<file path="config.mk">
export PLATFORM = sky130hd
export DESIGN_NAME = spi_xfer_supervisor
export DESIGN_NICKNAME = d
export VERILOG_FILES = /design/src/rtl/spi_ctrl_pkg.sv /design/src/rtl/xfer_timer.sv /design/src/rtl/spi_xfer_supervisor.sv
export SDC_FILE = /design/constraint.sdc
export NUM_CORES = 1
export LEC_CHECK = 0
export ABC_AREA = 1
export CORE_ASPECT_RATIO = 0.9
export CORE_MARGIN = 3
export CORE_UTILIZATION = 50
export CTS_CLUSTER_SIZE = 40
export DETAILED_ROUTE_END_ITERATION = 10
export GPL_TIMING_DRIVEN = 0
export PLACE_DENSITY_LB_ADDON = 0.15
export SLEW_MARGIN = 30
export SYNTH_ARGS = -nofsm -noshare
export SYNTH_HDL_FRONTEND = slang
export SYNTH_SLANG_ARGS = --single-unit
</file>
<file path="constraint.sdc">
create_clock -name i_clk_p -period 2.8 [get_ports i_clk_p]
set_input_delay 0.7 -clock i_clk_p [delete_from_list [all_inputs] [get_ports i_clk_p]]
set_output_delay 0.7 -clock i_clk_p [all_outputs]
set_load 0.1 [all_outputs]
</file>
<file path="src/rtl/spi_ctrl_pkg.sv">
// Shared types and constants for the SPI transfer supervisor.
package spi_ctrl_pkg;

  typedef enum logic [2:0] {
    ST_IDLE  = 3'd0,
    ST_START = 3'd1,
    ST_WAIT  = 3'd2,
    ST_ABORT = 3'd3,
    ST_DONE  = 3'd4,
    ST_FAIL  = 3'd5
  } xfer_state_t;

  localparam int STATS_W = 8;
  localparam logic [STATS_W-1:0] STATS_SAT = 8'd255;

  // Saturating increment for the timeout event counter.
  function automatic logic [STATS_W-1:0] stats_sat_inc(input logic [STATS_W-1:0] val);
    if (val == STATS_SAT) begin
      return val;
    end else begin
      return val + 8'd1;
    end
  endfunction

endpackage

</file>
<file path="src/rtl/xfer_timer.sv">
// Down-counting attempt timer: loads on strobe, counts down to zero while enabled.
module xfer_timer #(
  parameter int N = 4
) (
  input  logic         i_clk_p,
  input  logic         i_rst_n,
  input  logic         load,
  input  logic [N-1:0] load_val,
  input  logic         en,
  output logic         zero
);

  logic [N-1:0] cnt_r;

  // Counter register: load has priority over decrement, and it stops at zero.
  always_ff @(posedge i_clk_p) begin
    if (!i_rst_n) begin
      cnt_r <= '0;
    end else if (load) begin
      cnt_r <= load_val;
    end else if (en && (cnt_r != '0)) begin
      cnt_r <= cnt_r - N'(1);
    end else begin
      cnt_r <= cnt_r;
    end
  end

  assign zero = (cnt_r == '0);

endmodule

</file>
<file path="src/rtl/spi_xfer_supervisor.sv">
// Sequences SPI transfers with per-attempt timeout, abort and bounded retry.
// Optional timeout statistics counter is compiled in when SPI_XFER_STATS_EN is defined.
module spi_xfer_supervisor
  import spi_ctrl_pkg::*;
#(
  parameter int N       = 4,
  parameter int RETRY_W = 2
) (
  input  logic               i_clk_p,
  input  logic               i_rst_n,
  input  logic               i_cfg_we,
  input  logic [N-1:0]       i_cfg_cycles,
  input  logic [RETRY_W-1:0] i_cfg_retries,
  input  logic               i_req,
  output logic               o_ack,
  output logic               o_spi_start,
  input  logic               i_spi_done,
  output logic               o_spi_abort,
  output logic               o_busy,
  output logic               o_done,
  output logic               o_fail,
  output logic [RETRY_W-1:0] o_retry_cnt,
  output logic [STATS_W-1:0] o_timeouts
);

  xfer_state_t        state_r;
  xfer_state_t        next_state_s;
  logic [N-1:0]       cfg_cycles_r;
  logic [RETRY_W-1:0] cfg_retries_r;
  logic [RETRY_W-1:0] retry_cnt_r;
  logic [RETRY_W-1:0] retry_cnt_nxt_s;
  logic               cfg_wr_s;
  logic               timer_load_s;
  logic               timer_en_s;
  logic               timer_zero_s;
  logic               ack_r;
  logic               start_r;
  logic               abort_r;
  logic               busy_r;
  logic               done_r;
  logic               fail_r;

  assign cfg_wr_s     = (state_r == ST_IDLE) && i_cfg_we;
  assign timer_load_s = (state_r == ST_START);
  assign timer_en_s   = (state_r == ST_WAIT);

  xfer_timer #(
    .N (N)
  ) u_timer (
    .i_clk_p  (i_clk_p),
    .i_rst_n  (i_rst_n),
    .load     (timer_load_s),
    .load_val (cfg_cycles_r),
    .en       (timer_en_s),
    .zero     (timer_zero_s)
  );

  // Next-state and retry-count logic; a done in WAIT beats a coincident expiry.
  always_comb begin
    next_state_s    = state_r;
    retry_cnt_nxt_s = retry_cnt_r;
    case (state_r)
      ST_IDLE: begin
        if (i_req) begin
          next_state_s    = ST_START;
          retry_cnt_nxt_s = '0;
        end else begin
          next_state_s = ST_IDLE;
        end
      end
      ST_START: next_state_s = ST_WAIT;
      ST_WAIT: begin
        if (i_spi_done) begin
          next_state_s = ST_DONE;
        end else if (timer_zero_s && (cfg_cycles_r != '0)) begin
          next_state_s = ST_ABORT;
        end else begin
          next_state_s = ST_WAIT;
        end
      end
      ST_ABORT: begin
        if (retry_cnt_r < cfg_retries_r) begin
          next_state_s    = ST_START;
          retry_cnt_nxt_s = retry_cnt_r + RETRY_W'(1);
        end else begin
          next_state_s = ST_FAIL;
        end
      end
      ST_DONE: next_state_s = ST_IDLE;
      ST_FAIL: next_state_s = ST_IDLE;
      default: next_state_s = ST_IDLE;
    endcase
  end

  // State, retry count and output flops; outputs are decoded from the upcoming state.
  always_ff @(posedge i_clk_p) begin
    if (!i_rst_n) begin
      state_r     <= ST_IDLE;
      retry_cnt_r <= '0;
      ack_r       <= 1'b0;
      start_r     <= 1'b0;
      abort_r     <= 1'b0;
      busy_r      <= 1'b0;
      done_r      <= 1'b0;
      fail_r      <= 1'b0;
    end else begin
      state_r     <= next_state_s;
      retry_cnt_r <= retry_cnt_nxt_s;
      ack_r       <= (next_state_s == ST_START) && (retry_cnt_nxt_s == '0);
      start_r     <= (next_state_s == ST_START);
      abort_r     <= (next_state_s == ST_ABORT);
      busy_r      <= (next_state_s != ST_IDLE);
      done_r      <= (next_state_s == ST_DONE);
      fail_r      <= (next_state_s == ST_FAIL);
    end
  end

  // Config latch; only open in IDLE so a running transfer keeps its C and R.
  always_ff @(posedge i_clk_p) begin
    if (!i_rst_n) begin
      cfg_cycles_r  <= '0;
      cfg_retries_r <= '0;
    end else if (cfg_wr_s) begin
      cfg_cycles_r  <= i_cfg_cycles;
      cfg_retries_r <= i_cfg_retries;
    end else begin
      cfg_cycles_r  <= cfg_cycles_r;
      cfg_retries_r <= cfg_retries_r;
    end
  end

`ifdef SPI_XFER_STATS_EN
  logic [STATS_W-1:0] timeouts_r;

  // Timeout event counter, bumped on each ABORT entry and cleared by a config write.
  always_ff @(posedge i_clk_p) begin
    if (!i_rst_n) begin
      timeouts_r <= '0;
    end else if (cfg_wr_s) begin
      timeouts_r <= '0;
    end else if ((next_state_s == ST_ABORT) && (state_r != ST_ABORT)) begin
      timeouts_r <= stats_sat_inc(timeouts_r);
    end else begin
      timeouts_r <= timeouts_r;
    end
  end

  assign o_timeouts = timeouts_r;
`else
  assign o_timeouts = '0;
`endif

  assign o_ack       = ack_r;
  assign o_spi_start = start_r;
  assign o_spi_abort = abort_r;
  assign o_busy      = busy_r;
  assign o_done      = done_r;
  assign o_fail      = fail_r;
  assign o_retry_cnt = retry_cnt_r;

endmodule

</file>
==> impl_metrics.tcl <==
set metrics [dict create \
    whs_path_depth 2 \
    worstSetupEndpointType "primary output" \
    max-vdd-ir-drop_uv 342 \
    cts_resized 0 \
    synth_seq_cells 21 \
    track_usage_pct 15.4 \
    layout.cells.most_common "nand2_1" \
    max_freq_mhz 389 \
    busiest_layer "met2" \
    whs_ns 0.455 \
    first_global_vias 798 \
    cts_sinks 21 \
    post_cts_buffers 0 \
    path_cells "clkdlybuf4s50_1" \
    detail-route-antenna-nets 0 \
    grt_overflow_total 0 \
    leakage_nw 0.574 \
    htreeDepth 1 \
    fill_cells 148 \
    synthesis.area_um2 1010 \
    worstPathArrival_ns 1.87 \
    worst-slew-pin-transition_ns 0.972 \
    hold_end "cfg_retries_r[0]" \
    drc 0 \
    coreArea_um2 1790 \
    reg2reg_depth 10 \
    antennaDiodeCount 0 \
    critical_path_required_ns 2.10 \
    nNetsFinal 184 \
    swShare_pct 36.6 \
    rows 14 \
    hpwl_mm 1.53 \
    critPathKind "reg2out" \
    synth_cells 140 \
    slowest_stage "clkdlybuf4s50_1" \
    grt.met3_usage_pct 6.44 \
    postCtsHoldBufs 0 \
    routed_wl_mm 1.82 \
    met1_usage_pct 19.1 \
    synth_top_area_cell "dfxtp_1" \
    min_period_ns 2.57 \
    avgSynthCellArea_um2 7.25 \
    io_buffers 18 \
    die_x_um 53.5 \
    first_pass_iters 4 \
    critPathMaxStageDelay_ns 1.16 \
    cts_inserted_buffers 3 \
    r2r_setup_slack_ns 1.41 \
    ff_latch_area_um2 420 \
    clock_path_buffers 2 \
    cp-start-kind "register" \
    final_cell_mix "27 x nand2_1, 21 x dfxtp_1, 19 x inv_1, 18 x clkdlybuf4s50_1, 11 x a21oi_1" \
    synth_seq_area_share_pct 41.4 \
    worst_slack_ns 0.226 \
    grt_start_max_net_pins 12 \
    critical_path_buf_inv_count 1 \
    finalSetupViolations 0 \
    fin_crit_sh_pct 91.9 \
    rsz0062_at_grt "false" \
    p_int_uw 443 \
    p_switching_uw 255 \
    root_buffer "clkbuf_4" \
    synth_area_leaders "dfxtp_1 41%, nand2_1 10%, inv_1 7.0%, buf_4 6.7%, a21oi_1 5.4%" \
    clock_latency_ns 0.30 \
    power_density_nw_per_um2 546 \
    drive_gt1_share_pct 14.8 \
    io_pins 27 \
    power_frac_seq_pct 47.9 \
    clock_power_share_pct 20.2 \
    vias 892 \
    hold_class "reg2reg" \
    initial_core_util_pct 56.8 \
    grt_antenna_before_repair 0 \
    multiInputGateArea_um2 464 \
    finalHoldViolCount 0 \
    place_ws_ns 0.558 \
    yosysUniqueCellTypes 21 \
    dieArea_um2 2610 \
    place_congestion 0.870 \
    maxSlewViolCount 0 \
    met2_usage_pct 25.3 \
    cp_num_cells 1 \
    grt_pass1_wl_mm 3.06 \
    path_delay_family "buffers and inverters" \
    timing.slew.headroom_pct 35.0 \
    outcome "completed" \
    cts_tree "built" \
    areaGrowthSynthToFinish_pct 25.9 \
    worstHoldStart "cfg_retries_r[0]" \
    cap_violations 0 \
    worstPathMaxFanout 5 \
    tns_ns 0 \
    r2r_start "u_timer.cnt_r[0]" \
    pwr-share-comb_pct 31.9 \
    ys_warn_count 0 \
    drt_iter0_markers 9 \
    synth_top_area_share_pct 41.4 \
    r2r_end "u_timer.cnt_r[3]" \
    routedWlPerCell_um 9.43 \
    dieHeight_um 48.7 \
    fin_skew_ns 0.00571 \
    vias_per_cell 4.62 \
    clk_pin_slew_ns 0.10 \
]
-- power groups by stage --
stage / Combinational, mW / Sequential, mW / Clock (mW)
after floorplan: 0.140 / 0.379 / 0
after global placement: 0.218 / 0.341 / 0
after detailed placement: 0.222 / 0.342 / 0
after CTS: 0.222 / 0.335 / 0.145
after global routing: 0.241 / 0.337 / 0.157
final: 0.223 / 0.335 / 0.141
-- per-layer routing --
metal | vias up | wire [um]
li1 | 485 | -
met1 | 381 | 864
met2 | 24 | 800
met3 | 2 | 143
met4 | 0 | 11
met5 | - | 0
-- per-stage QoR --
step	std cells	util (%)	total power [mW]	instance area [um2]
finish	193	71.5	0.698	1280
global route	193	71.5	0.735	1280
CTS	193	71.5	0.702	1280
detailed placement	189	70.0	0.564	1250
global placement	189	70.0	0.559	1250
floorplan	147	-	0.519	1040
-- how the worst max path moves through the flow --
| stage | start | endpoint | slack [ns] |
|---|---|---|---|
| 6_report | o_retry_cnt[0] | o_retry_cnt[0] | 0.23 |
| 5_1_grt | o_retry_cnt[0] | o_retry_cnt[0] | 0.16 |
| 4_1_cts | o_retry_cnt[0] | o_retry_cnt[0] | 0.22 |
| 3_5_place_dp | o_retry_cnt[0] | o_retry_cnt[0] | 0.56 |
| 3_3_place_gp | o_retry_cnt[0] | o_retry_cnt[0] | 0.56 |
| 2_1_floorplan | o_retry_cnt[1] | o_ack | 0.90 |
-- sequential cells by signal, summed over array words and instances (netlist names), 2 cells and up --
| name | cells |
|---|---|
| cfg_cycles_r | 4 |
| cfg_retries_r | 2 |
| o_retry_cnt | 2 |
| u_timer.cnt_r | 4 |
| state_r | 3 |
-- cells by family (layout without fill, tap and decap cells) --
logic type                 Yosys count  after routing  share of synthesized area, %
other                                1              8                         0.370
AOI/OAI and AO/OA                   22             22                          11.7
and+or+nand+nor                     60             60                          26.5
DFF                                 21             21                          41.4
xor gates and xnor gates             1              1                         0.863
adders and majority gates            3              3                          3.70
buffers and inverters               32             54                          15.4
-- final cells by class --
class,instances,share of cell area [%]
plain buffers,10,5.58
clock buffers,4,2.06
inverters,22,6.66
multi-input cells,94,36.3
flip-flops and latches,21,32.9
well taps,24,2.35
repair buffers,18,14.1
-- cell usage after synthesis, drive strengths merged --
master	count
nand2	30
buf	9
inv	22
nor2	16
ha	3
conb	1
nand3	10
clkbuf	1
o21ai	8
xnor2	1
a21oi	12
nand4	3
dfxtp	21
nor3	1
a22oi	2
Power figures use the tool's default switching activity.
